File: config.mk
export PLATFORM = sky130hd
export DESIGN_NAME = pixel_frame_receiver
export DESIGN_NICKNAME = d
export VERILOG_FILES = /design/src/rtl/pixel_frame_receiver_pkg.sv /design/src/rtl/pixel_frame_receiver_buffer.sv /design/src/rtl/pixel_frame_receiver.sv
export SDC_FILE = /design/constraint.sdc
export NUM_CORES = 2
export LEC_CHECK = 0
export BUFFER_PORTS_ARGS = -buffer_cell sky130_fd_sc_hd__buf_2
export CAP_MARGIN = 30
export CORE_ASPECT_RATIO = 1.4
export CORE_MARGIN = 8
export CORE_UTILIZATION = 40
export DETAILED_ROUTE_END_ITERATION = 16
export GPL_TIMING_DRIVEN = 0
export SYNTH_ARGS = -nofsm -noshare
export SYNTH_HDL_FRONTEND = slang
export SYNTH_SLANG_ARGS = --single-unit
File: constraint.sdc
create_clock -name clk -period 11.2 [get_ports clk]
set_clock_uncertainty 0.1 [all_clocks]
set_input_delay 1.12 -clock clk [delete_from_list [all_inputs] [get_ports clk]]
set_output_delay 1.12 -clock clk [all_outputs]
set_load 0.005 [all_outputs]
File: src/rtl/pixel_frame_receiver_pkg.sv
// Shared configuration for the pixel readout path: default geometry,
// the frame receiver state encoding and derived constants.
package PixelSensorConfig;

  localparam int PIXEL_ARRAY_WIDTH_DEF  = 24;
  localparam int PIXEL_ARRAY_HEIGHT_DEF = 12;
  localparam int PIXEL_BITS_DEF         = 8;
  localparam int OUTPUT_BUS_WIDTH_DEF   = 8;

  localparam int BEATS_PER_ROW = PIXEL_ARRAY_WIDTH_DEF / OUTPUT_BUS_WIDTH_DEF;
  localparam int CHECKSUM_BITS = 16;

  typedef enum logic [1:0] {
    RX_IDLE    = 2'd0,
    RX_RECEIVE = 2'd1,
    RX_HOLD    = 2'd2
  } rx_state_e;

endpackage

File: src/rtl/pixel_frame_receiver_buffer.sv
// Frame storage for pixel_frame_receiver: one beat-wide write port addressed
// by (row, beat) and one registered single-pixel read port (0 when out of range).
module pixel_frame_buffer #(
  parameter int H      = 12,
  parameter int W      = 24,
  parameter int PB     = 8,
  parameter int OBW    = 8,
  parameter int ROW_W  = $clog2(H),
  parameter int COL_W  = $clog2(W),
  parameter int BEAT_W = ((W / OBW) > 1) ? $clog2(W / OBW) : 1
) (
  input  logic              clk,
  input  logic              reset,
  input  logic              wr_en_i,
  input  logic [ROW_W-1:0]  wr_row_i,
  input  logic [BEAT_W-1:0] wr_beat_i,
  input  logic [OBW*PB-1:0] wr_data_i,
  input  logic [ROW_W-1:0]  rd_row_i,
  input  logic [COL_W-1:0]  rd_col_i,
  output logic [PB-1:0]     rd_data_o
);

  logic [PB-1:0] mem [H][W];
  logic [PB-1:0] rd_data_q;

  // Storage is never reset; only the read register is.
  always_ff @(posedge clk) begin
    for (int r = 0; r < H; r++) begin
      for (int c = 0; c < W; c++) begin
        if (wr_en_i && (wr_row_i == ROW_W'(r)) && (wr_beat_i == BEAT_W'(c / OBW))) begin
          mem[r][c] <= wr_data_i[(c % OBW)*PB +: PB];
        end
      end
    end
  end

  always_ff @(posedge clk) begin
    if (reset) begin
      rd_data_q <= '0;
    end else if ((int'(rd_row_i) < H) && (int'(rd_col_i) < W)) begin
      rd_data_q <= mem[rd_row_i][rd_col_i];
    end else begin
      rd_data_q <= '0;
    end
  end

  assign rd_data_o = rd_data_q;

endmodule

File: src/rtl/pixel_frame_receiver.sv
// Reassembles pixel-bus beats into a held frame with random-access readout.
// Optional running checksum enabled by defining PIXEL_FRAME_CHECKSUM_EN.
module pixel_frame_receiver
  import PixelSensorConfig::*;
#(
  parameter int PIXEL_ARRAY_WIDTH  = PIXEL_ARRAY_WIDTH_DEF,
  parameter int PIXEL_ARRAY_HEIGHT = PIXEL_ARRAY_HEIGHT_DEF,
  parameter int PIXEL_BITS         = PIXEL_BITS_DEF,
  parameter int OUTPUT_BUS_WIDTH   = OUTPUT_BUS_WIDTH_DEF
) (
  input  logic                                   clk,
  input  logic                                   reset,
  input  logic                                   start_of_frame,
  input  logic                                   data_valid,
  input  logic [OUTPUT_BUS_WIDTH*PIXEL_BITS-1:0] data_in,
  input  logic                                   frame_ack,
  input  logic [$clog2(PIXEL_ARRAY_HEIGHT)-1:0]  rd_row,
  input  logic [$clog2(PIXEL_ARRAY_WIDTH)-1:0]   rd_col,
  output logic [PIXEL_BITS-1:0]                  rd_data,
  output logic                                   frame_ready,
  output logic                                   frame_error,
  output logic [7:0]                             frame_count,
  output logic [CHECKSUM_BITS-1:0]               frame_checksum
);

  localparam int BPR    = PIXEL_ARRAY_WIDTH / OUTPUT_BUS_WIDTH;
  localparam int ROW_W  = $clog2(PIXEL_ARRAY_HEIGHT);
  localparam int COL_W  = $clog2(PIXEL_ARRAY_WIDTH);
  localparam int BEAT_W = (BPR > 1) ? $clog2(BPR) : 1;
  localparam logic [ROW_W-1:0]  LAST_ROW  = ROW_W'(PIXEL_ARRAY_HEIGHT - 1);
  localparam logic [BEAT_W-1:0] LAST_BEAT = BEAT_W'(BPR - 1);

  rx_state_e         state_q;
  logic [ROW_W-1:0]  row_q, row_d, wr_row;
  logic [BEAT_W-1:0] beat_q, beat_d, wr_beat;
  logic              frame_ready_q, frame_error_q;
  logic [7:0]        frame_count_q;
  logic              we, sof_acc, err_set, last_beat;

  // Decide whether this cycle's beat is written and whether it restarts a frame.
  always_comb begin
    we      = 1'b0;
    sof_acc = 1'b0;
    err_set = 1'b0;
    case (state_q)
      RX_IDLE: begin
        if (data_valid && start_of_frame) begin
          we      = 1'b1;
          sof_acc = 1'b1;
        end
      end
      RX_RECEIVE: begin
        if (data_valid) begin
          we = 1'b1;
          if (start_of_frame) begin
            sof_acc = 1'b1;
            err_set = 1'b1;
          end
        end
      end
      RX_HOLD: begin
        if (frame_ack) begin
          if (data_valid && start_of_frame) begin
            we      = 1'b1;
            sof_acc = 1'b1;
          end
        end else if (data_valid) begin
          err_set = 1'b1;
        end
      end
      default: ;
    endcase
  end

  assign wr_row    = sof_acc ? '0 : row_q;
  assign wr_beat   = sof_acc ? '0 : beat_q;
  assign last_beat = we && (wr_row == LAST_ROW) && (wr_beat == LAST_BEAT);

  always_comb begin
    beat_d = wr_beat + BEAT_W'(1);
    row_d  = wr_row;
    if (wr_beat == LAST_BEAT) begin
      beat_d = '0;
      row_d  = (wr_row == LAST_ROW) ? '0 : wr_row + ROW_W'(1);
    end
  end

  always_ff @(posedge clk) begin
    if (reset) begin
      state_q       <= RX_IDLE;
      row_q         <= '0;
      beat_q        <= '0;
      frame_ready_q <= 1'b0;
      frame_error_q <= 1'b0;
      frame_count_q <= '0;
    end else begin
      if ((state_q == RX_HOLD) && frame_ack) begin
        frame_ready_q <= 1'b0;
        frame_error_q <= 1'b0;
        state_q       <= RX_IDLE;
      end
      if (err_set) frame_error_q <= 1'b1;
      if (we) begin
        row_q  <= row_d;
        beat_q <= beat_d;
        if (last_beat) begin
          state_q       <= RX_HOLD;
          frame_ready_q <= 1'b1;
          frame_count_q <= frame_count_q + 8'd1;
        end else begin
          state_q <= RX_RECEIVE;
        end
      end
    end
  end

  assign frame_ready = frame_ready_q;
  assign frame_error = frame_error_q;
  assign frame_count = frame_count_q;

`ifdef PIXEL_FRAME_CHECKSUM_EN
  function automatic logic [CHECKSUM_BITS-1:0] beat_sum(
    input logic [OUTPUT_BUS_WIDTH*PIXEL_BITS-1:0] d
  );
    logic [CHECKSUM_BITS-1:0] s;
    s = '0;
    for (int j = 0; j < OUTPUT_BUS_WIDTH; j++) begin
      s = s + CHECKSUM_BITS'(d[j*PIXEL_BITS +: PIXEL_BITS]);
    end
    return s;
  endfunction

  logic [CHECKSUM_BITS-1:0] csum_run_q, csum_d, frame_checksum_q;

  // A restarting beat seeds the sum instead of adding to the old one.
  assign csum_d = (sof_acc ? '0 : csum_run_q) + beat_sum(data_in);

  always_ff @(posedge clk) begin
    if (reset) begin
      csum_run_q       <= '0;
      frame_checksum_q <= '0;
    end else if (we) begin
      csum_run_q <= csum_d;
      if (last_beat) frame_checksum_q <= csum_d;
    end
  end

  assign frame_checksum = frame_checksum_q;
`else
  assign frame_checksum = '0;
`endif

  pixel_frame_buffer #(
    .H     (PIXEL_ARRAY_HEIGHT),
    .W     (PIXEL_ARRAY_WIDTH),
    .PB    (PIXEL_BITS),
    .OBW   (OUTPUT_BUS_WIDTH),
    .ROW_W (ROW_W),
    .COL_W (COL_W),
    .BEAT_W(BEAT_W)
  ) u_buf (
    .clk      (clk),
    .reset    (reset),
    .wr_en_i  (we),
    .wr_row_i (wr_row),
    .wr_beat_i(wr_beat),
    .wr_data_i(data_in),
    .rd_row_i (rd_row),
    .rd_col_i (rd_col),
    .rd_data_o(rd_data)
  );

endmodule

==> results by group <==
Placed design
  • Post-place instance area: 97200 um^2
  • HPWL Detailed: 216 mm
  • Gpl congestion: 0.916
  • Port bufs: 91
  • Placed instance count: 7325

Synthesis
  • Post-synthesis compound-gate area fraction: 2.74%
  • Seq cells post-synth: 2330
  • Number of enable flip-flop cells after synthesis: 2304
  • Synth Flop Type: edfxtp_1
  • Largest family of logic cells by synthesized area: multiplexers
  • Syn Area/Cell: 22.1 um^2
  • Post-Synth XOR/XNOR Area: 0.0583%
  • Synth Cell Area: 90100 um^2
  • Yosys cell types: 77
  • Simple-gate share of the synthesized area: 1.85%
  • Yosys warns: 0
  • Mux cell area share after synthesis: 16.1%
  • Top-area cell type share of the netlist area: 76.8%
  • Area leader, netlist: edfxtp_1
  • Post-synthesis sequential area ratio: 77.4%
  • Ys async rst share: 0%
  • Cells after Synth: 4069
  • Synth Area in Adders: 0.125%
  • Ranking of synthesized cells by area: edfxtp_1 77%, mux4_2 13%, mux2i_1 2.0%

Power and ir drop
  • Switch Pwr: 4050 uW
  • Tot Pwr: 17900 uW
  • Sw Share: 22.6%
  • Worst vdd rail ir drop: 0.135 mV
  • Gate power share: 6.3%
  • Sequential share of power: 53.5%
  • Pwr per Cell Area: 173 nW/um^2
  • Static leakage: 0.0329 uW
  • Clk pwr share: 40.2%
  • P_int: 13900 uW

Setup path
  • Worst path arrival time: 5.81 ns
  • Setup Crit Path Kind: input pin to flip-flop
  • Reg2reg end: u_buf.mem[11][159]
  • Crit path max fanout: 10
  • Worst R2R Start: state_q[0]
  • Startpoint Class: input pin
  • R2R Setup Slk: 6.45 ns
  • Reg2reg path depth: 13
  • CP required: 11.78 ns
  • CP endpoint kind: flip-flop

STA
  • RSZ-0062 raised after global routing: false
  • Final Hold Violating Endpoints: 0
  • TNS Setup: 0 ns
  • Clock period minus worst slack: 5.23 ns
  • Final setup viols: 0
  • Max Clk Rate: 0.191 GHz
  • Worst-margin pin slew: 1.12 ns
  • Slew headroom: 25.2%
  • Final Cycle Share: 46.7%
  • Number of max-slew violations in the final report: 0

Cells and area
  • Share of cells above drive strength 1: 28.0%
  • Area Growth Syn to Fin: 15.5%
  • Final Instance Area: 104000 um^2
  • Most frequent cells in the layout: 2304 x edfxtp_1, 531 x mux4_2, 219 x clkbuf_16
  • Final nets: 4620
  • Non-Filler Instances: 7728
  • Commonest non-fill, non-tap cell in the layout: edfxtp_1

Routing
  • Antenna Nets Post-Route: 0
  • Total wire length: 327 mm
  • Drt pass-1 iters: 6
  • Routed vias/inst: 6.37
  • Drt wl/cell: 42.4 um
  • DRT iter0 DRCs: 8252
  • Via count: 49.2k
  • DRC: 0

Global routing
  • Largest net degree at the start of global routing: 41
  • Global route overflow: 0
  • GRT Util Overall: 26.5%
  • First-pass GRT wire length: 431 mm
  • Initial antenna violation count: 21
  • Number of global-route vias before repair: 47.8k

CTS
  • TritonCTS clock tree: done
  • CTS Buf Count: 218
  • Reg clk slew, reported paths: 0.06 ns
  • Bufs on Longest Clock Path: 4
  • Root Driver: clkbuf_16
  • Number of gates resized after CTS: 0
  • CTS Sinks: 2330
  • H-tree Lvls: 4
  • Post-CTS Hold Buffers: 0
  • Post-CTS Setup Inserts: 0
  • Worst skew pair latency: 0.85 ns

Status
  • Status: complete, no violations

Die
  • I/O Pins: 112
  • Die Ht: 577 um
  • Starting density of the core: 40.1%
  • Die area: 241000 um^2
  • Number of core rows: 206
  • Core ar.: 224000 um^2
  • Die width: 417 um

Worst hold path
  • Min-delay src: frame_ready
  • Worst Hold Class: flip-flop to flip-flop
  • Hold endpoint: frame_ready
  • Hold-critical path depth: 2

Run
  • Max cap viols: 0
==> critical path, cell delays in order <==
cell	delay, ns
buf_2	0.18
buf_2	0.29
buf_2	0.56
buf_2	0.73
buf_2	0.81
mux2i_1	0.50
a221oi_1	0.77
nor2_1	0.17
o311ai_1	0.58
==> sequential cells by signal (all words and copies together), names as in the netlist <==
signal and cells:
frame_ready 1, beat_q 2, u_buf.mem 2304, frame_error 1, frame_count 8, u_buf.rd_data_o 8, row_q 4, state_q 2
==> through the flow <==
step | util, % | hold WS [ns] | setup slack (ns)
after floorplan | - | 0.378 | 4.58
after global placement | 42.0 | 0.370 | -1.48
after detailed placement | 43.3 | 0.379 | 5.24
after CTS | 46.3 | 0.396 | 6.15
after global routing | 46.3 | 0.417 | 6.16
final | 46.3 | 0.392 | 5.97
==> power by group through the flow <==
| stage | clock network, uW | logic (uW) | registers [uW] |
|---|---|---|---|
| floorplan | 0 | 481 | 9790 |
| detailed placement | 0 | 1100 | 9790 |
| global route | 7540 | 1130 | 9600 |
| global placement | 0 | 1050 | 9790 |
| CTS | 7240 | 1100 | 9600 |
| finish | 7210 | 1130 | 9600 |
==> cell type report <==
class / count / area (um^2)
Buffer: 241 / 1530
Inverter: 11 / 41.3
Multi-Input combinational cell: 1502 / 19000
Clock buffer: 275 / 5750
Clock inverter: 114 / 978
Sequential cell: 2330 / 69700
Timing Repair Buffer: 229 / 3170
Fill cell: 18500 / 120000
Antenna cell: 10 / 25.0
Tap cell: 3016 / 3770
==> logic make-up after synthesis <==
group / after synthesis
simple gates: 360
fa+ha+maj: 9
xor+xnor: 6
compound gates: 352
flops: 2330
mux: 759
buf+inv: 252
other cells: 1
==> synth_stat cells, types with 4 or more instances <==
master and instances:
o22ai_1 28, a221oi_1 19, nand3b_1 4, a22oi_1 37
mux4_1 14, and2_1 35, nand4_1 6, o32ai_1 4
a211oi_1 18, mux2i_1 183, nand3_1 24, dfxtp_1 26
xor2_1 4, nor2b_1 17, o211ai_1 8, a32oi_1 18
a32o_1 5, buf_12 4, inv_1 7, buf_2 80
clkbuf_1 59, o22a_1 5, nand2_1 148, a22o_1 4
nor2_1 77, mux2_2 31, a21o_1 5, buf_4 48
o221ai_1 14, a2111oi_0 7, ha_1 9, a21oi_1 66
buf_8 8, buf_6 23, o21ai_0 41, nor3_1 13
a221o_1 4, buf_1 19, o2111ai_1 6, a31oi_1 30
nand2b_1 10, mux4_2 531, edfxtp_1 2304, or2_2 8
==> worst max path at each step <==
stage	startpoint	end	cells past startpoint
2_1_floorplan	frame_ack	frame_count[6]	12
3_3_place_gp	frame_ack	frame_count[6]	13
3_5_place_dp	rd_col[0]	u_buf.rd_data_o[1]	9
4_1_cts	rd_col[0]	u_buf.rd_data_o[1]	9
5_1_grt	rd_col[0]	u_buf.rd_data_o[1]	9
6_report	rd_col[0]	u_buf.rd_data_o[1]	9
==> per-layer routing <==
layer | up-vias | global-route usage, % | wire, um
met5 | - | 0 | 40
met4 | 6 | 18.0 | 28600
met3 | 951 | 5.52 | 34600
met2 | 3842 | 43.1 | 155000
met1 | 26300 | 31.9 | 109000
li1 | 18100 | - | -
(Power assumes the default switching activity.)
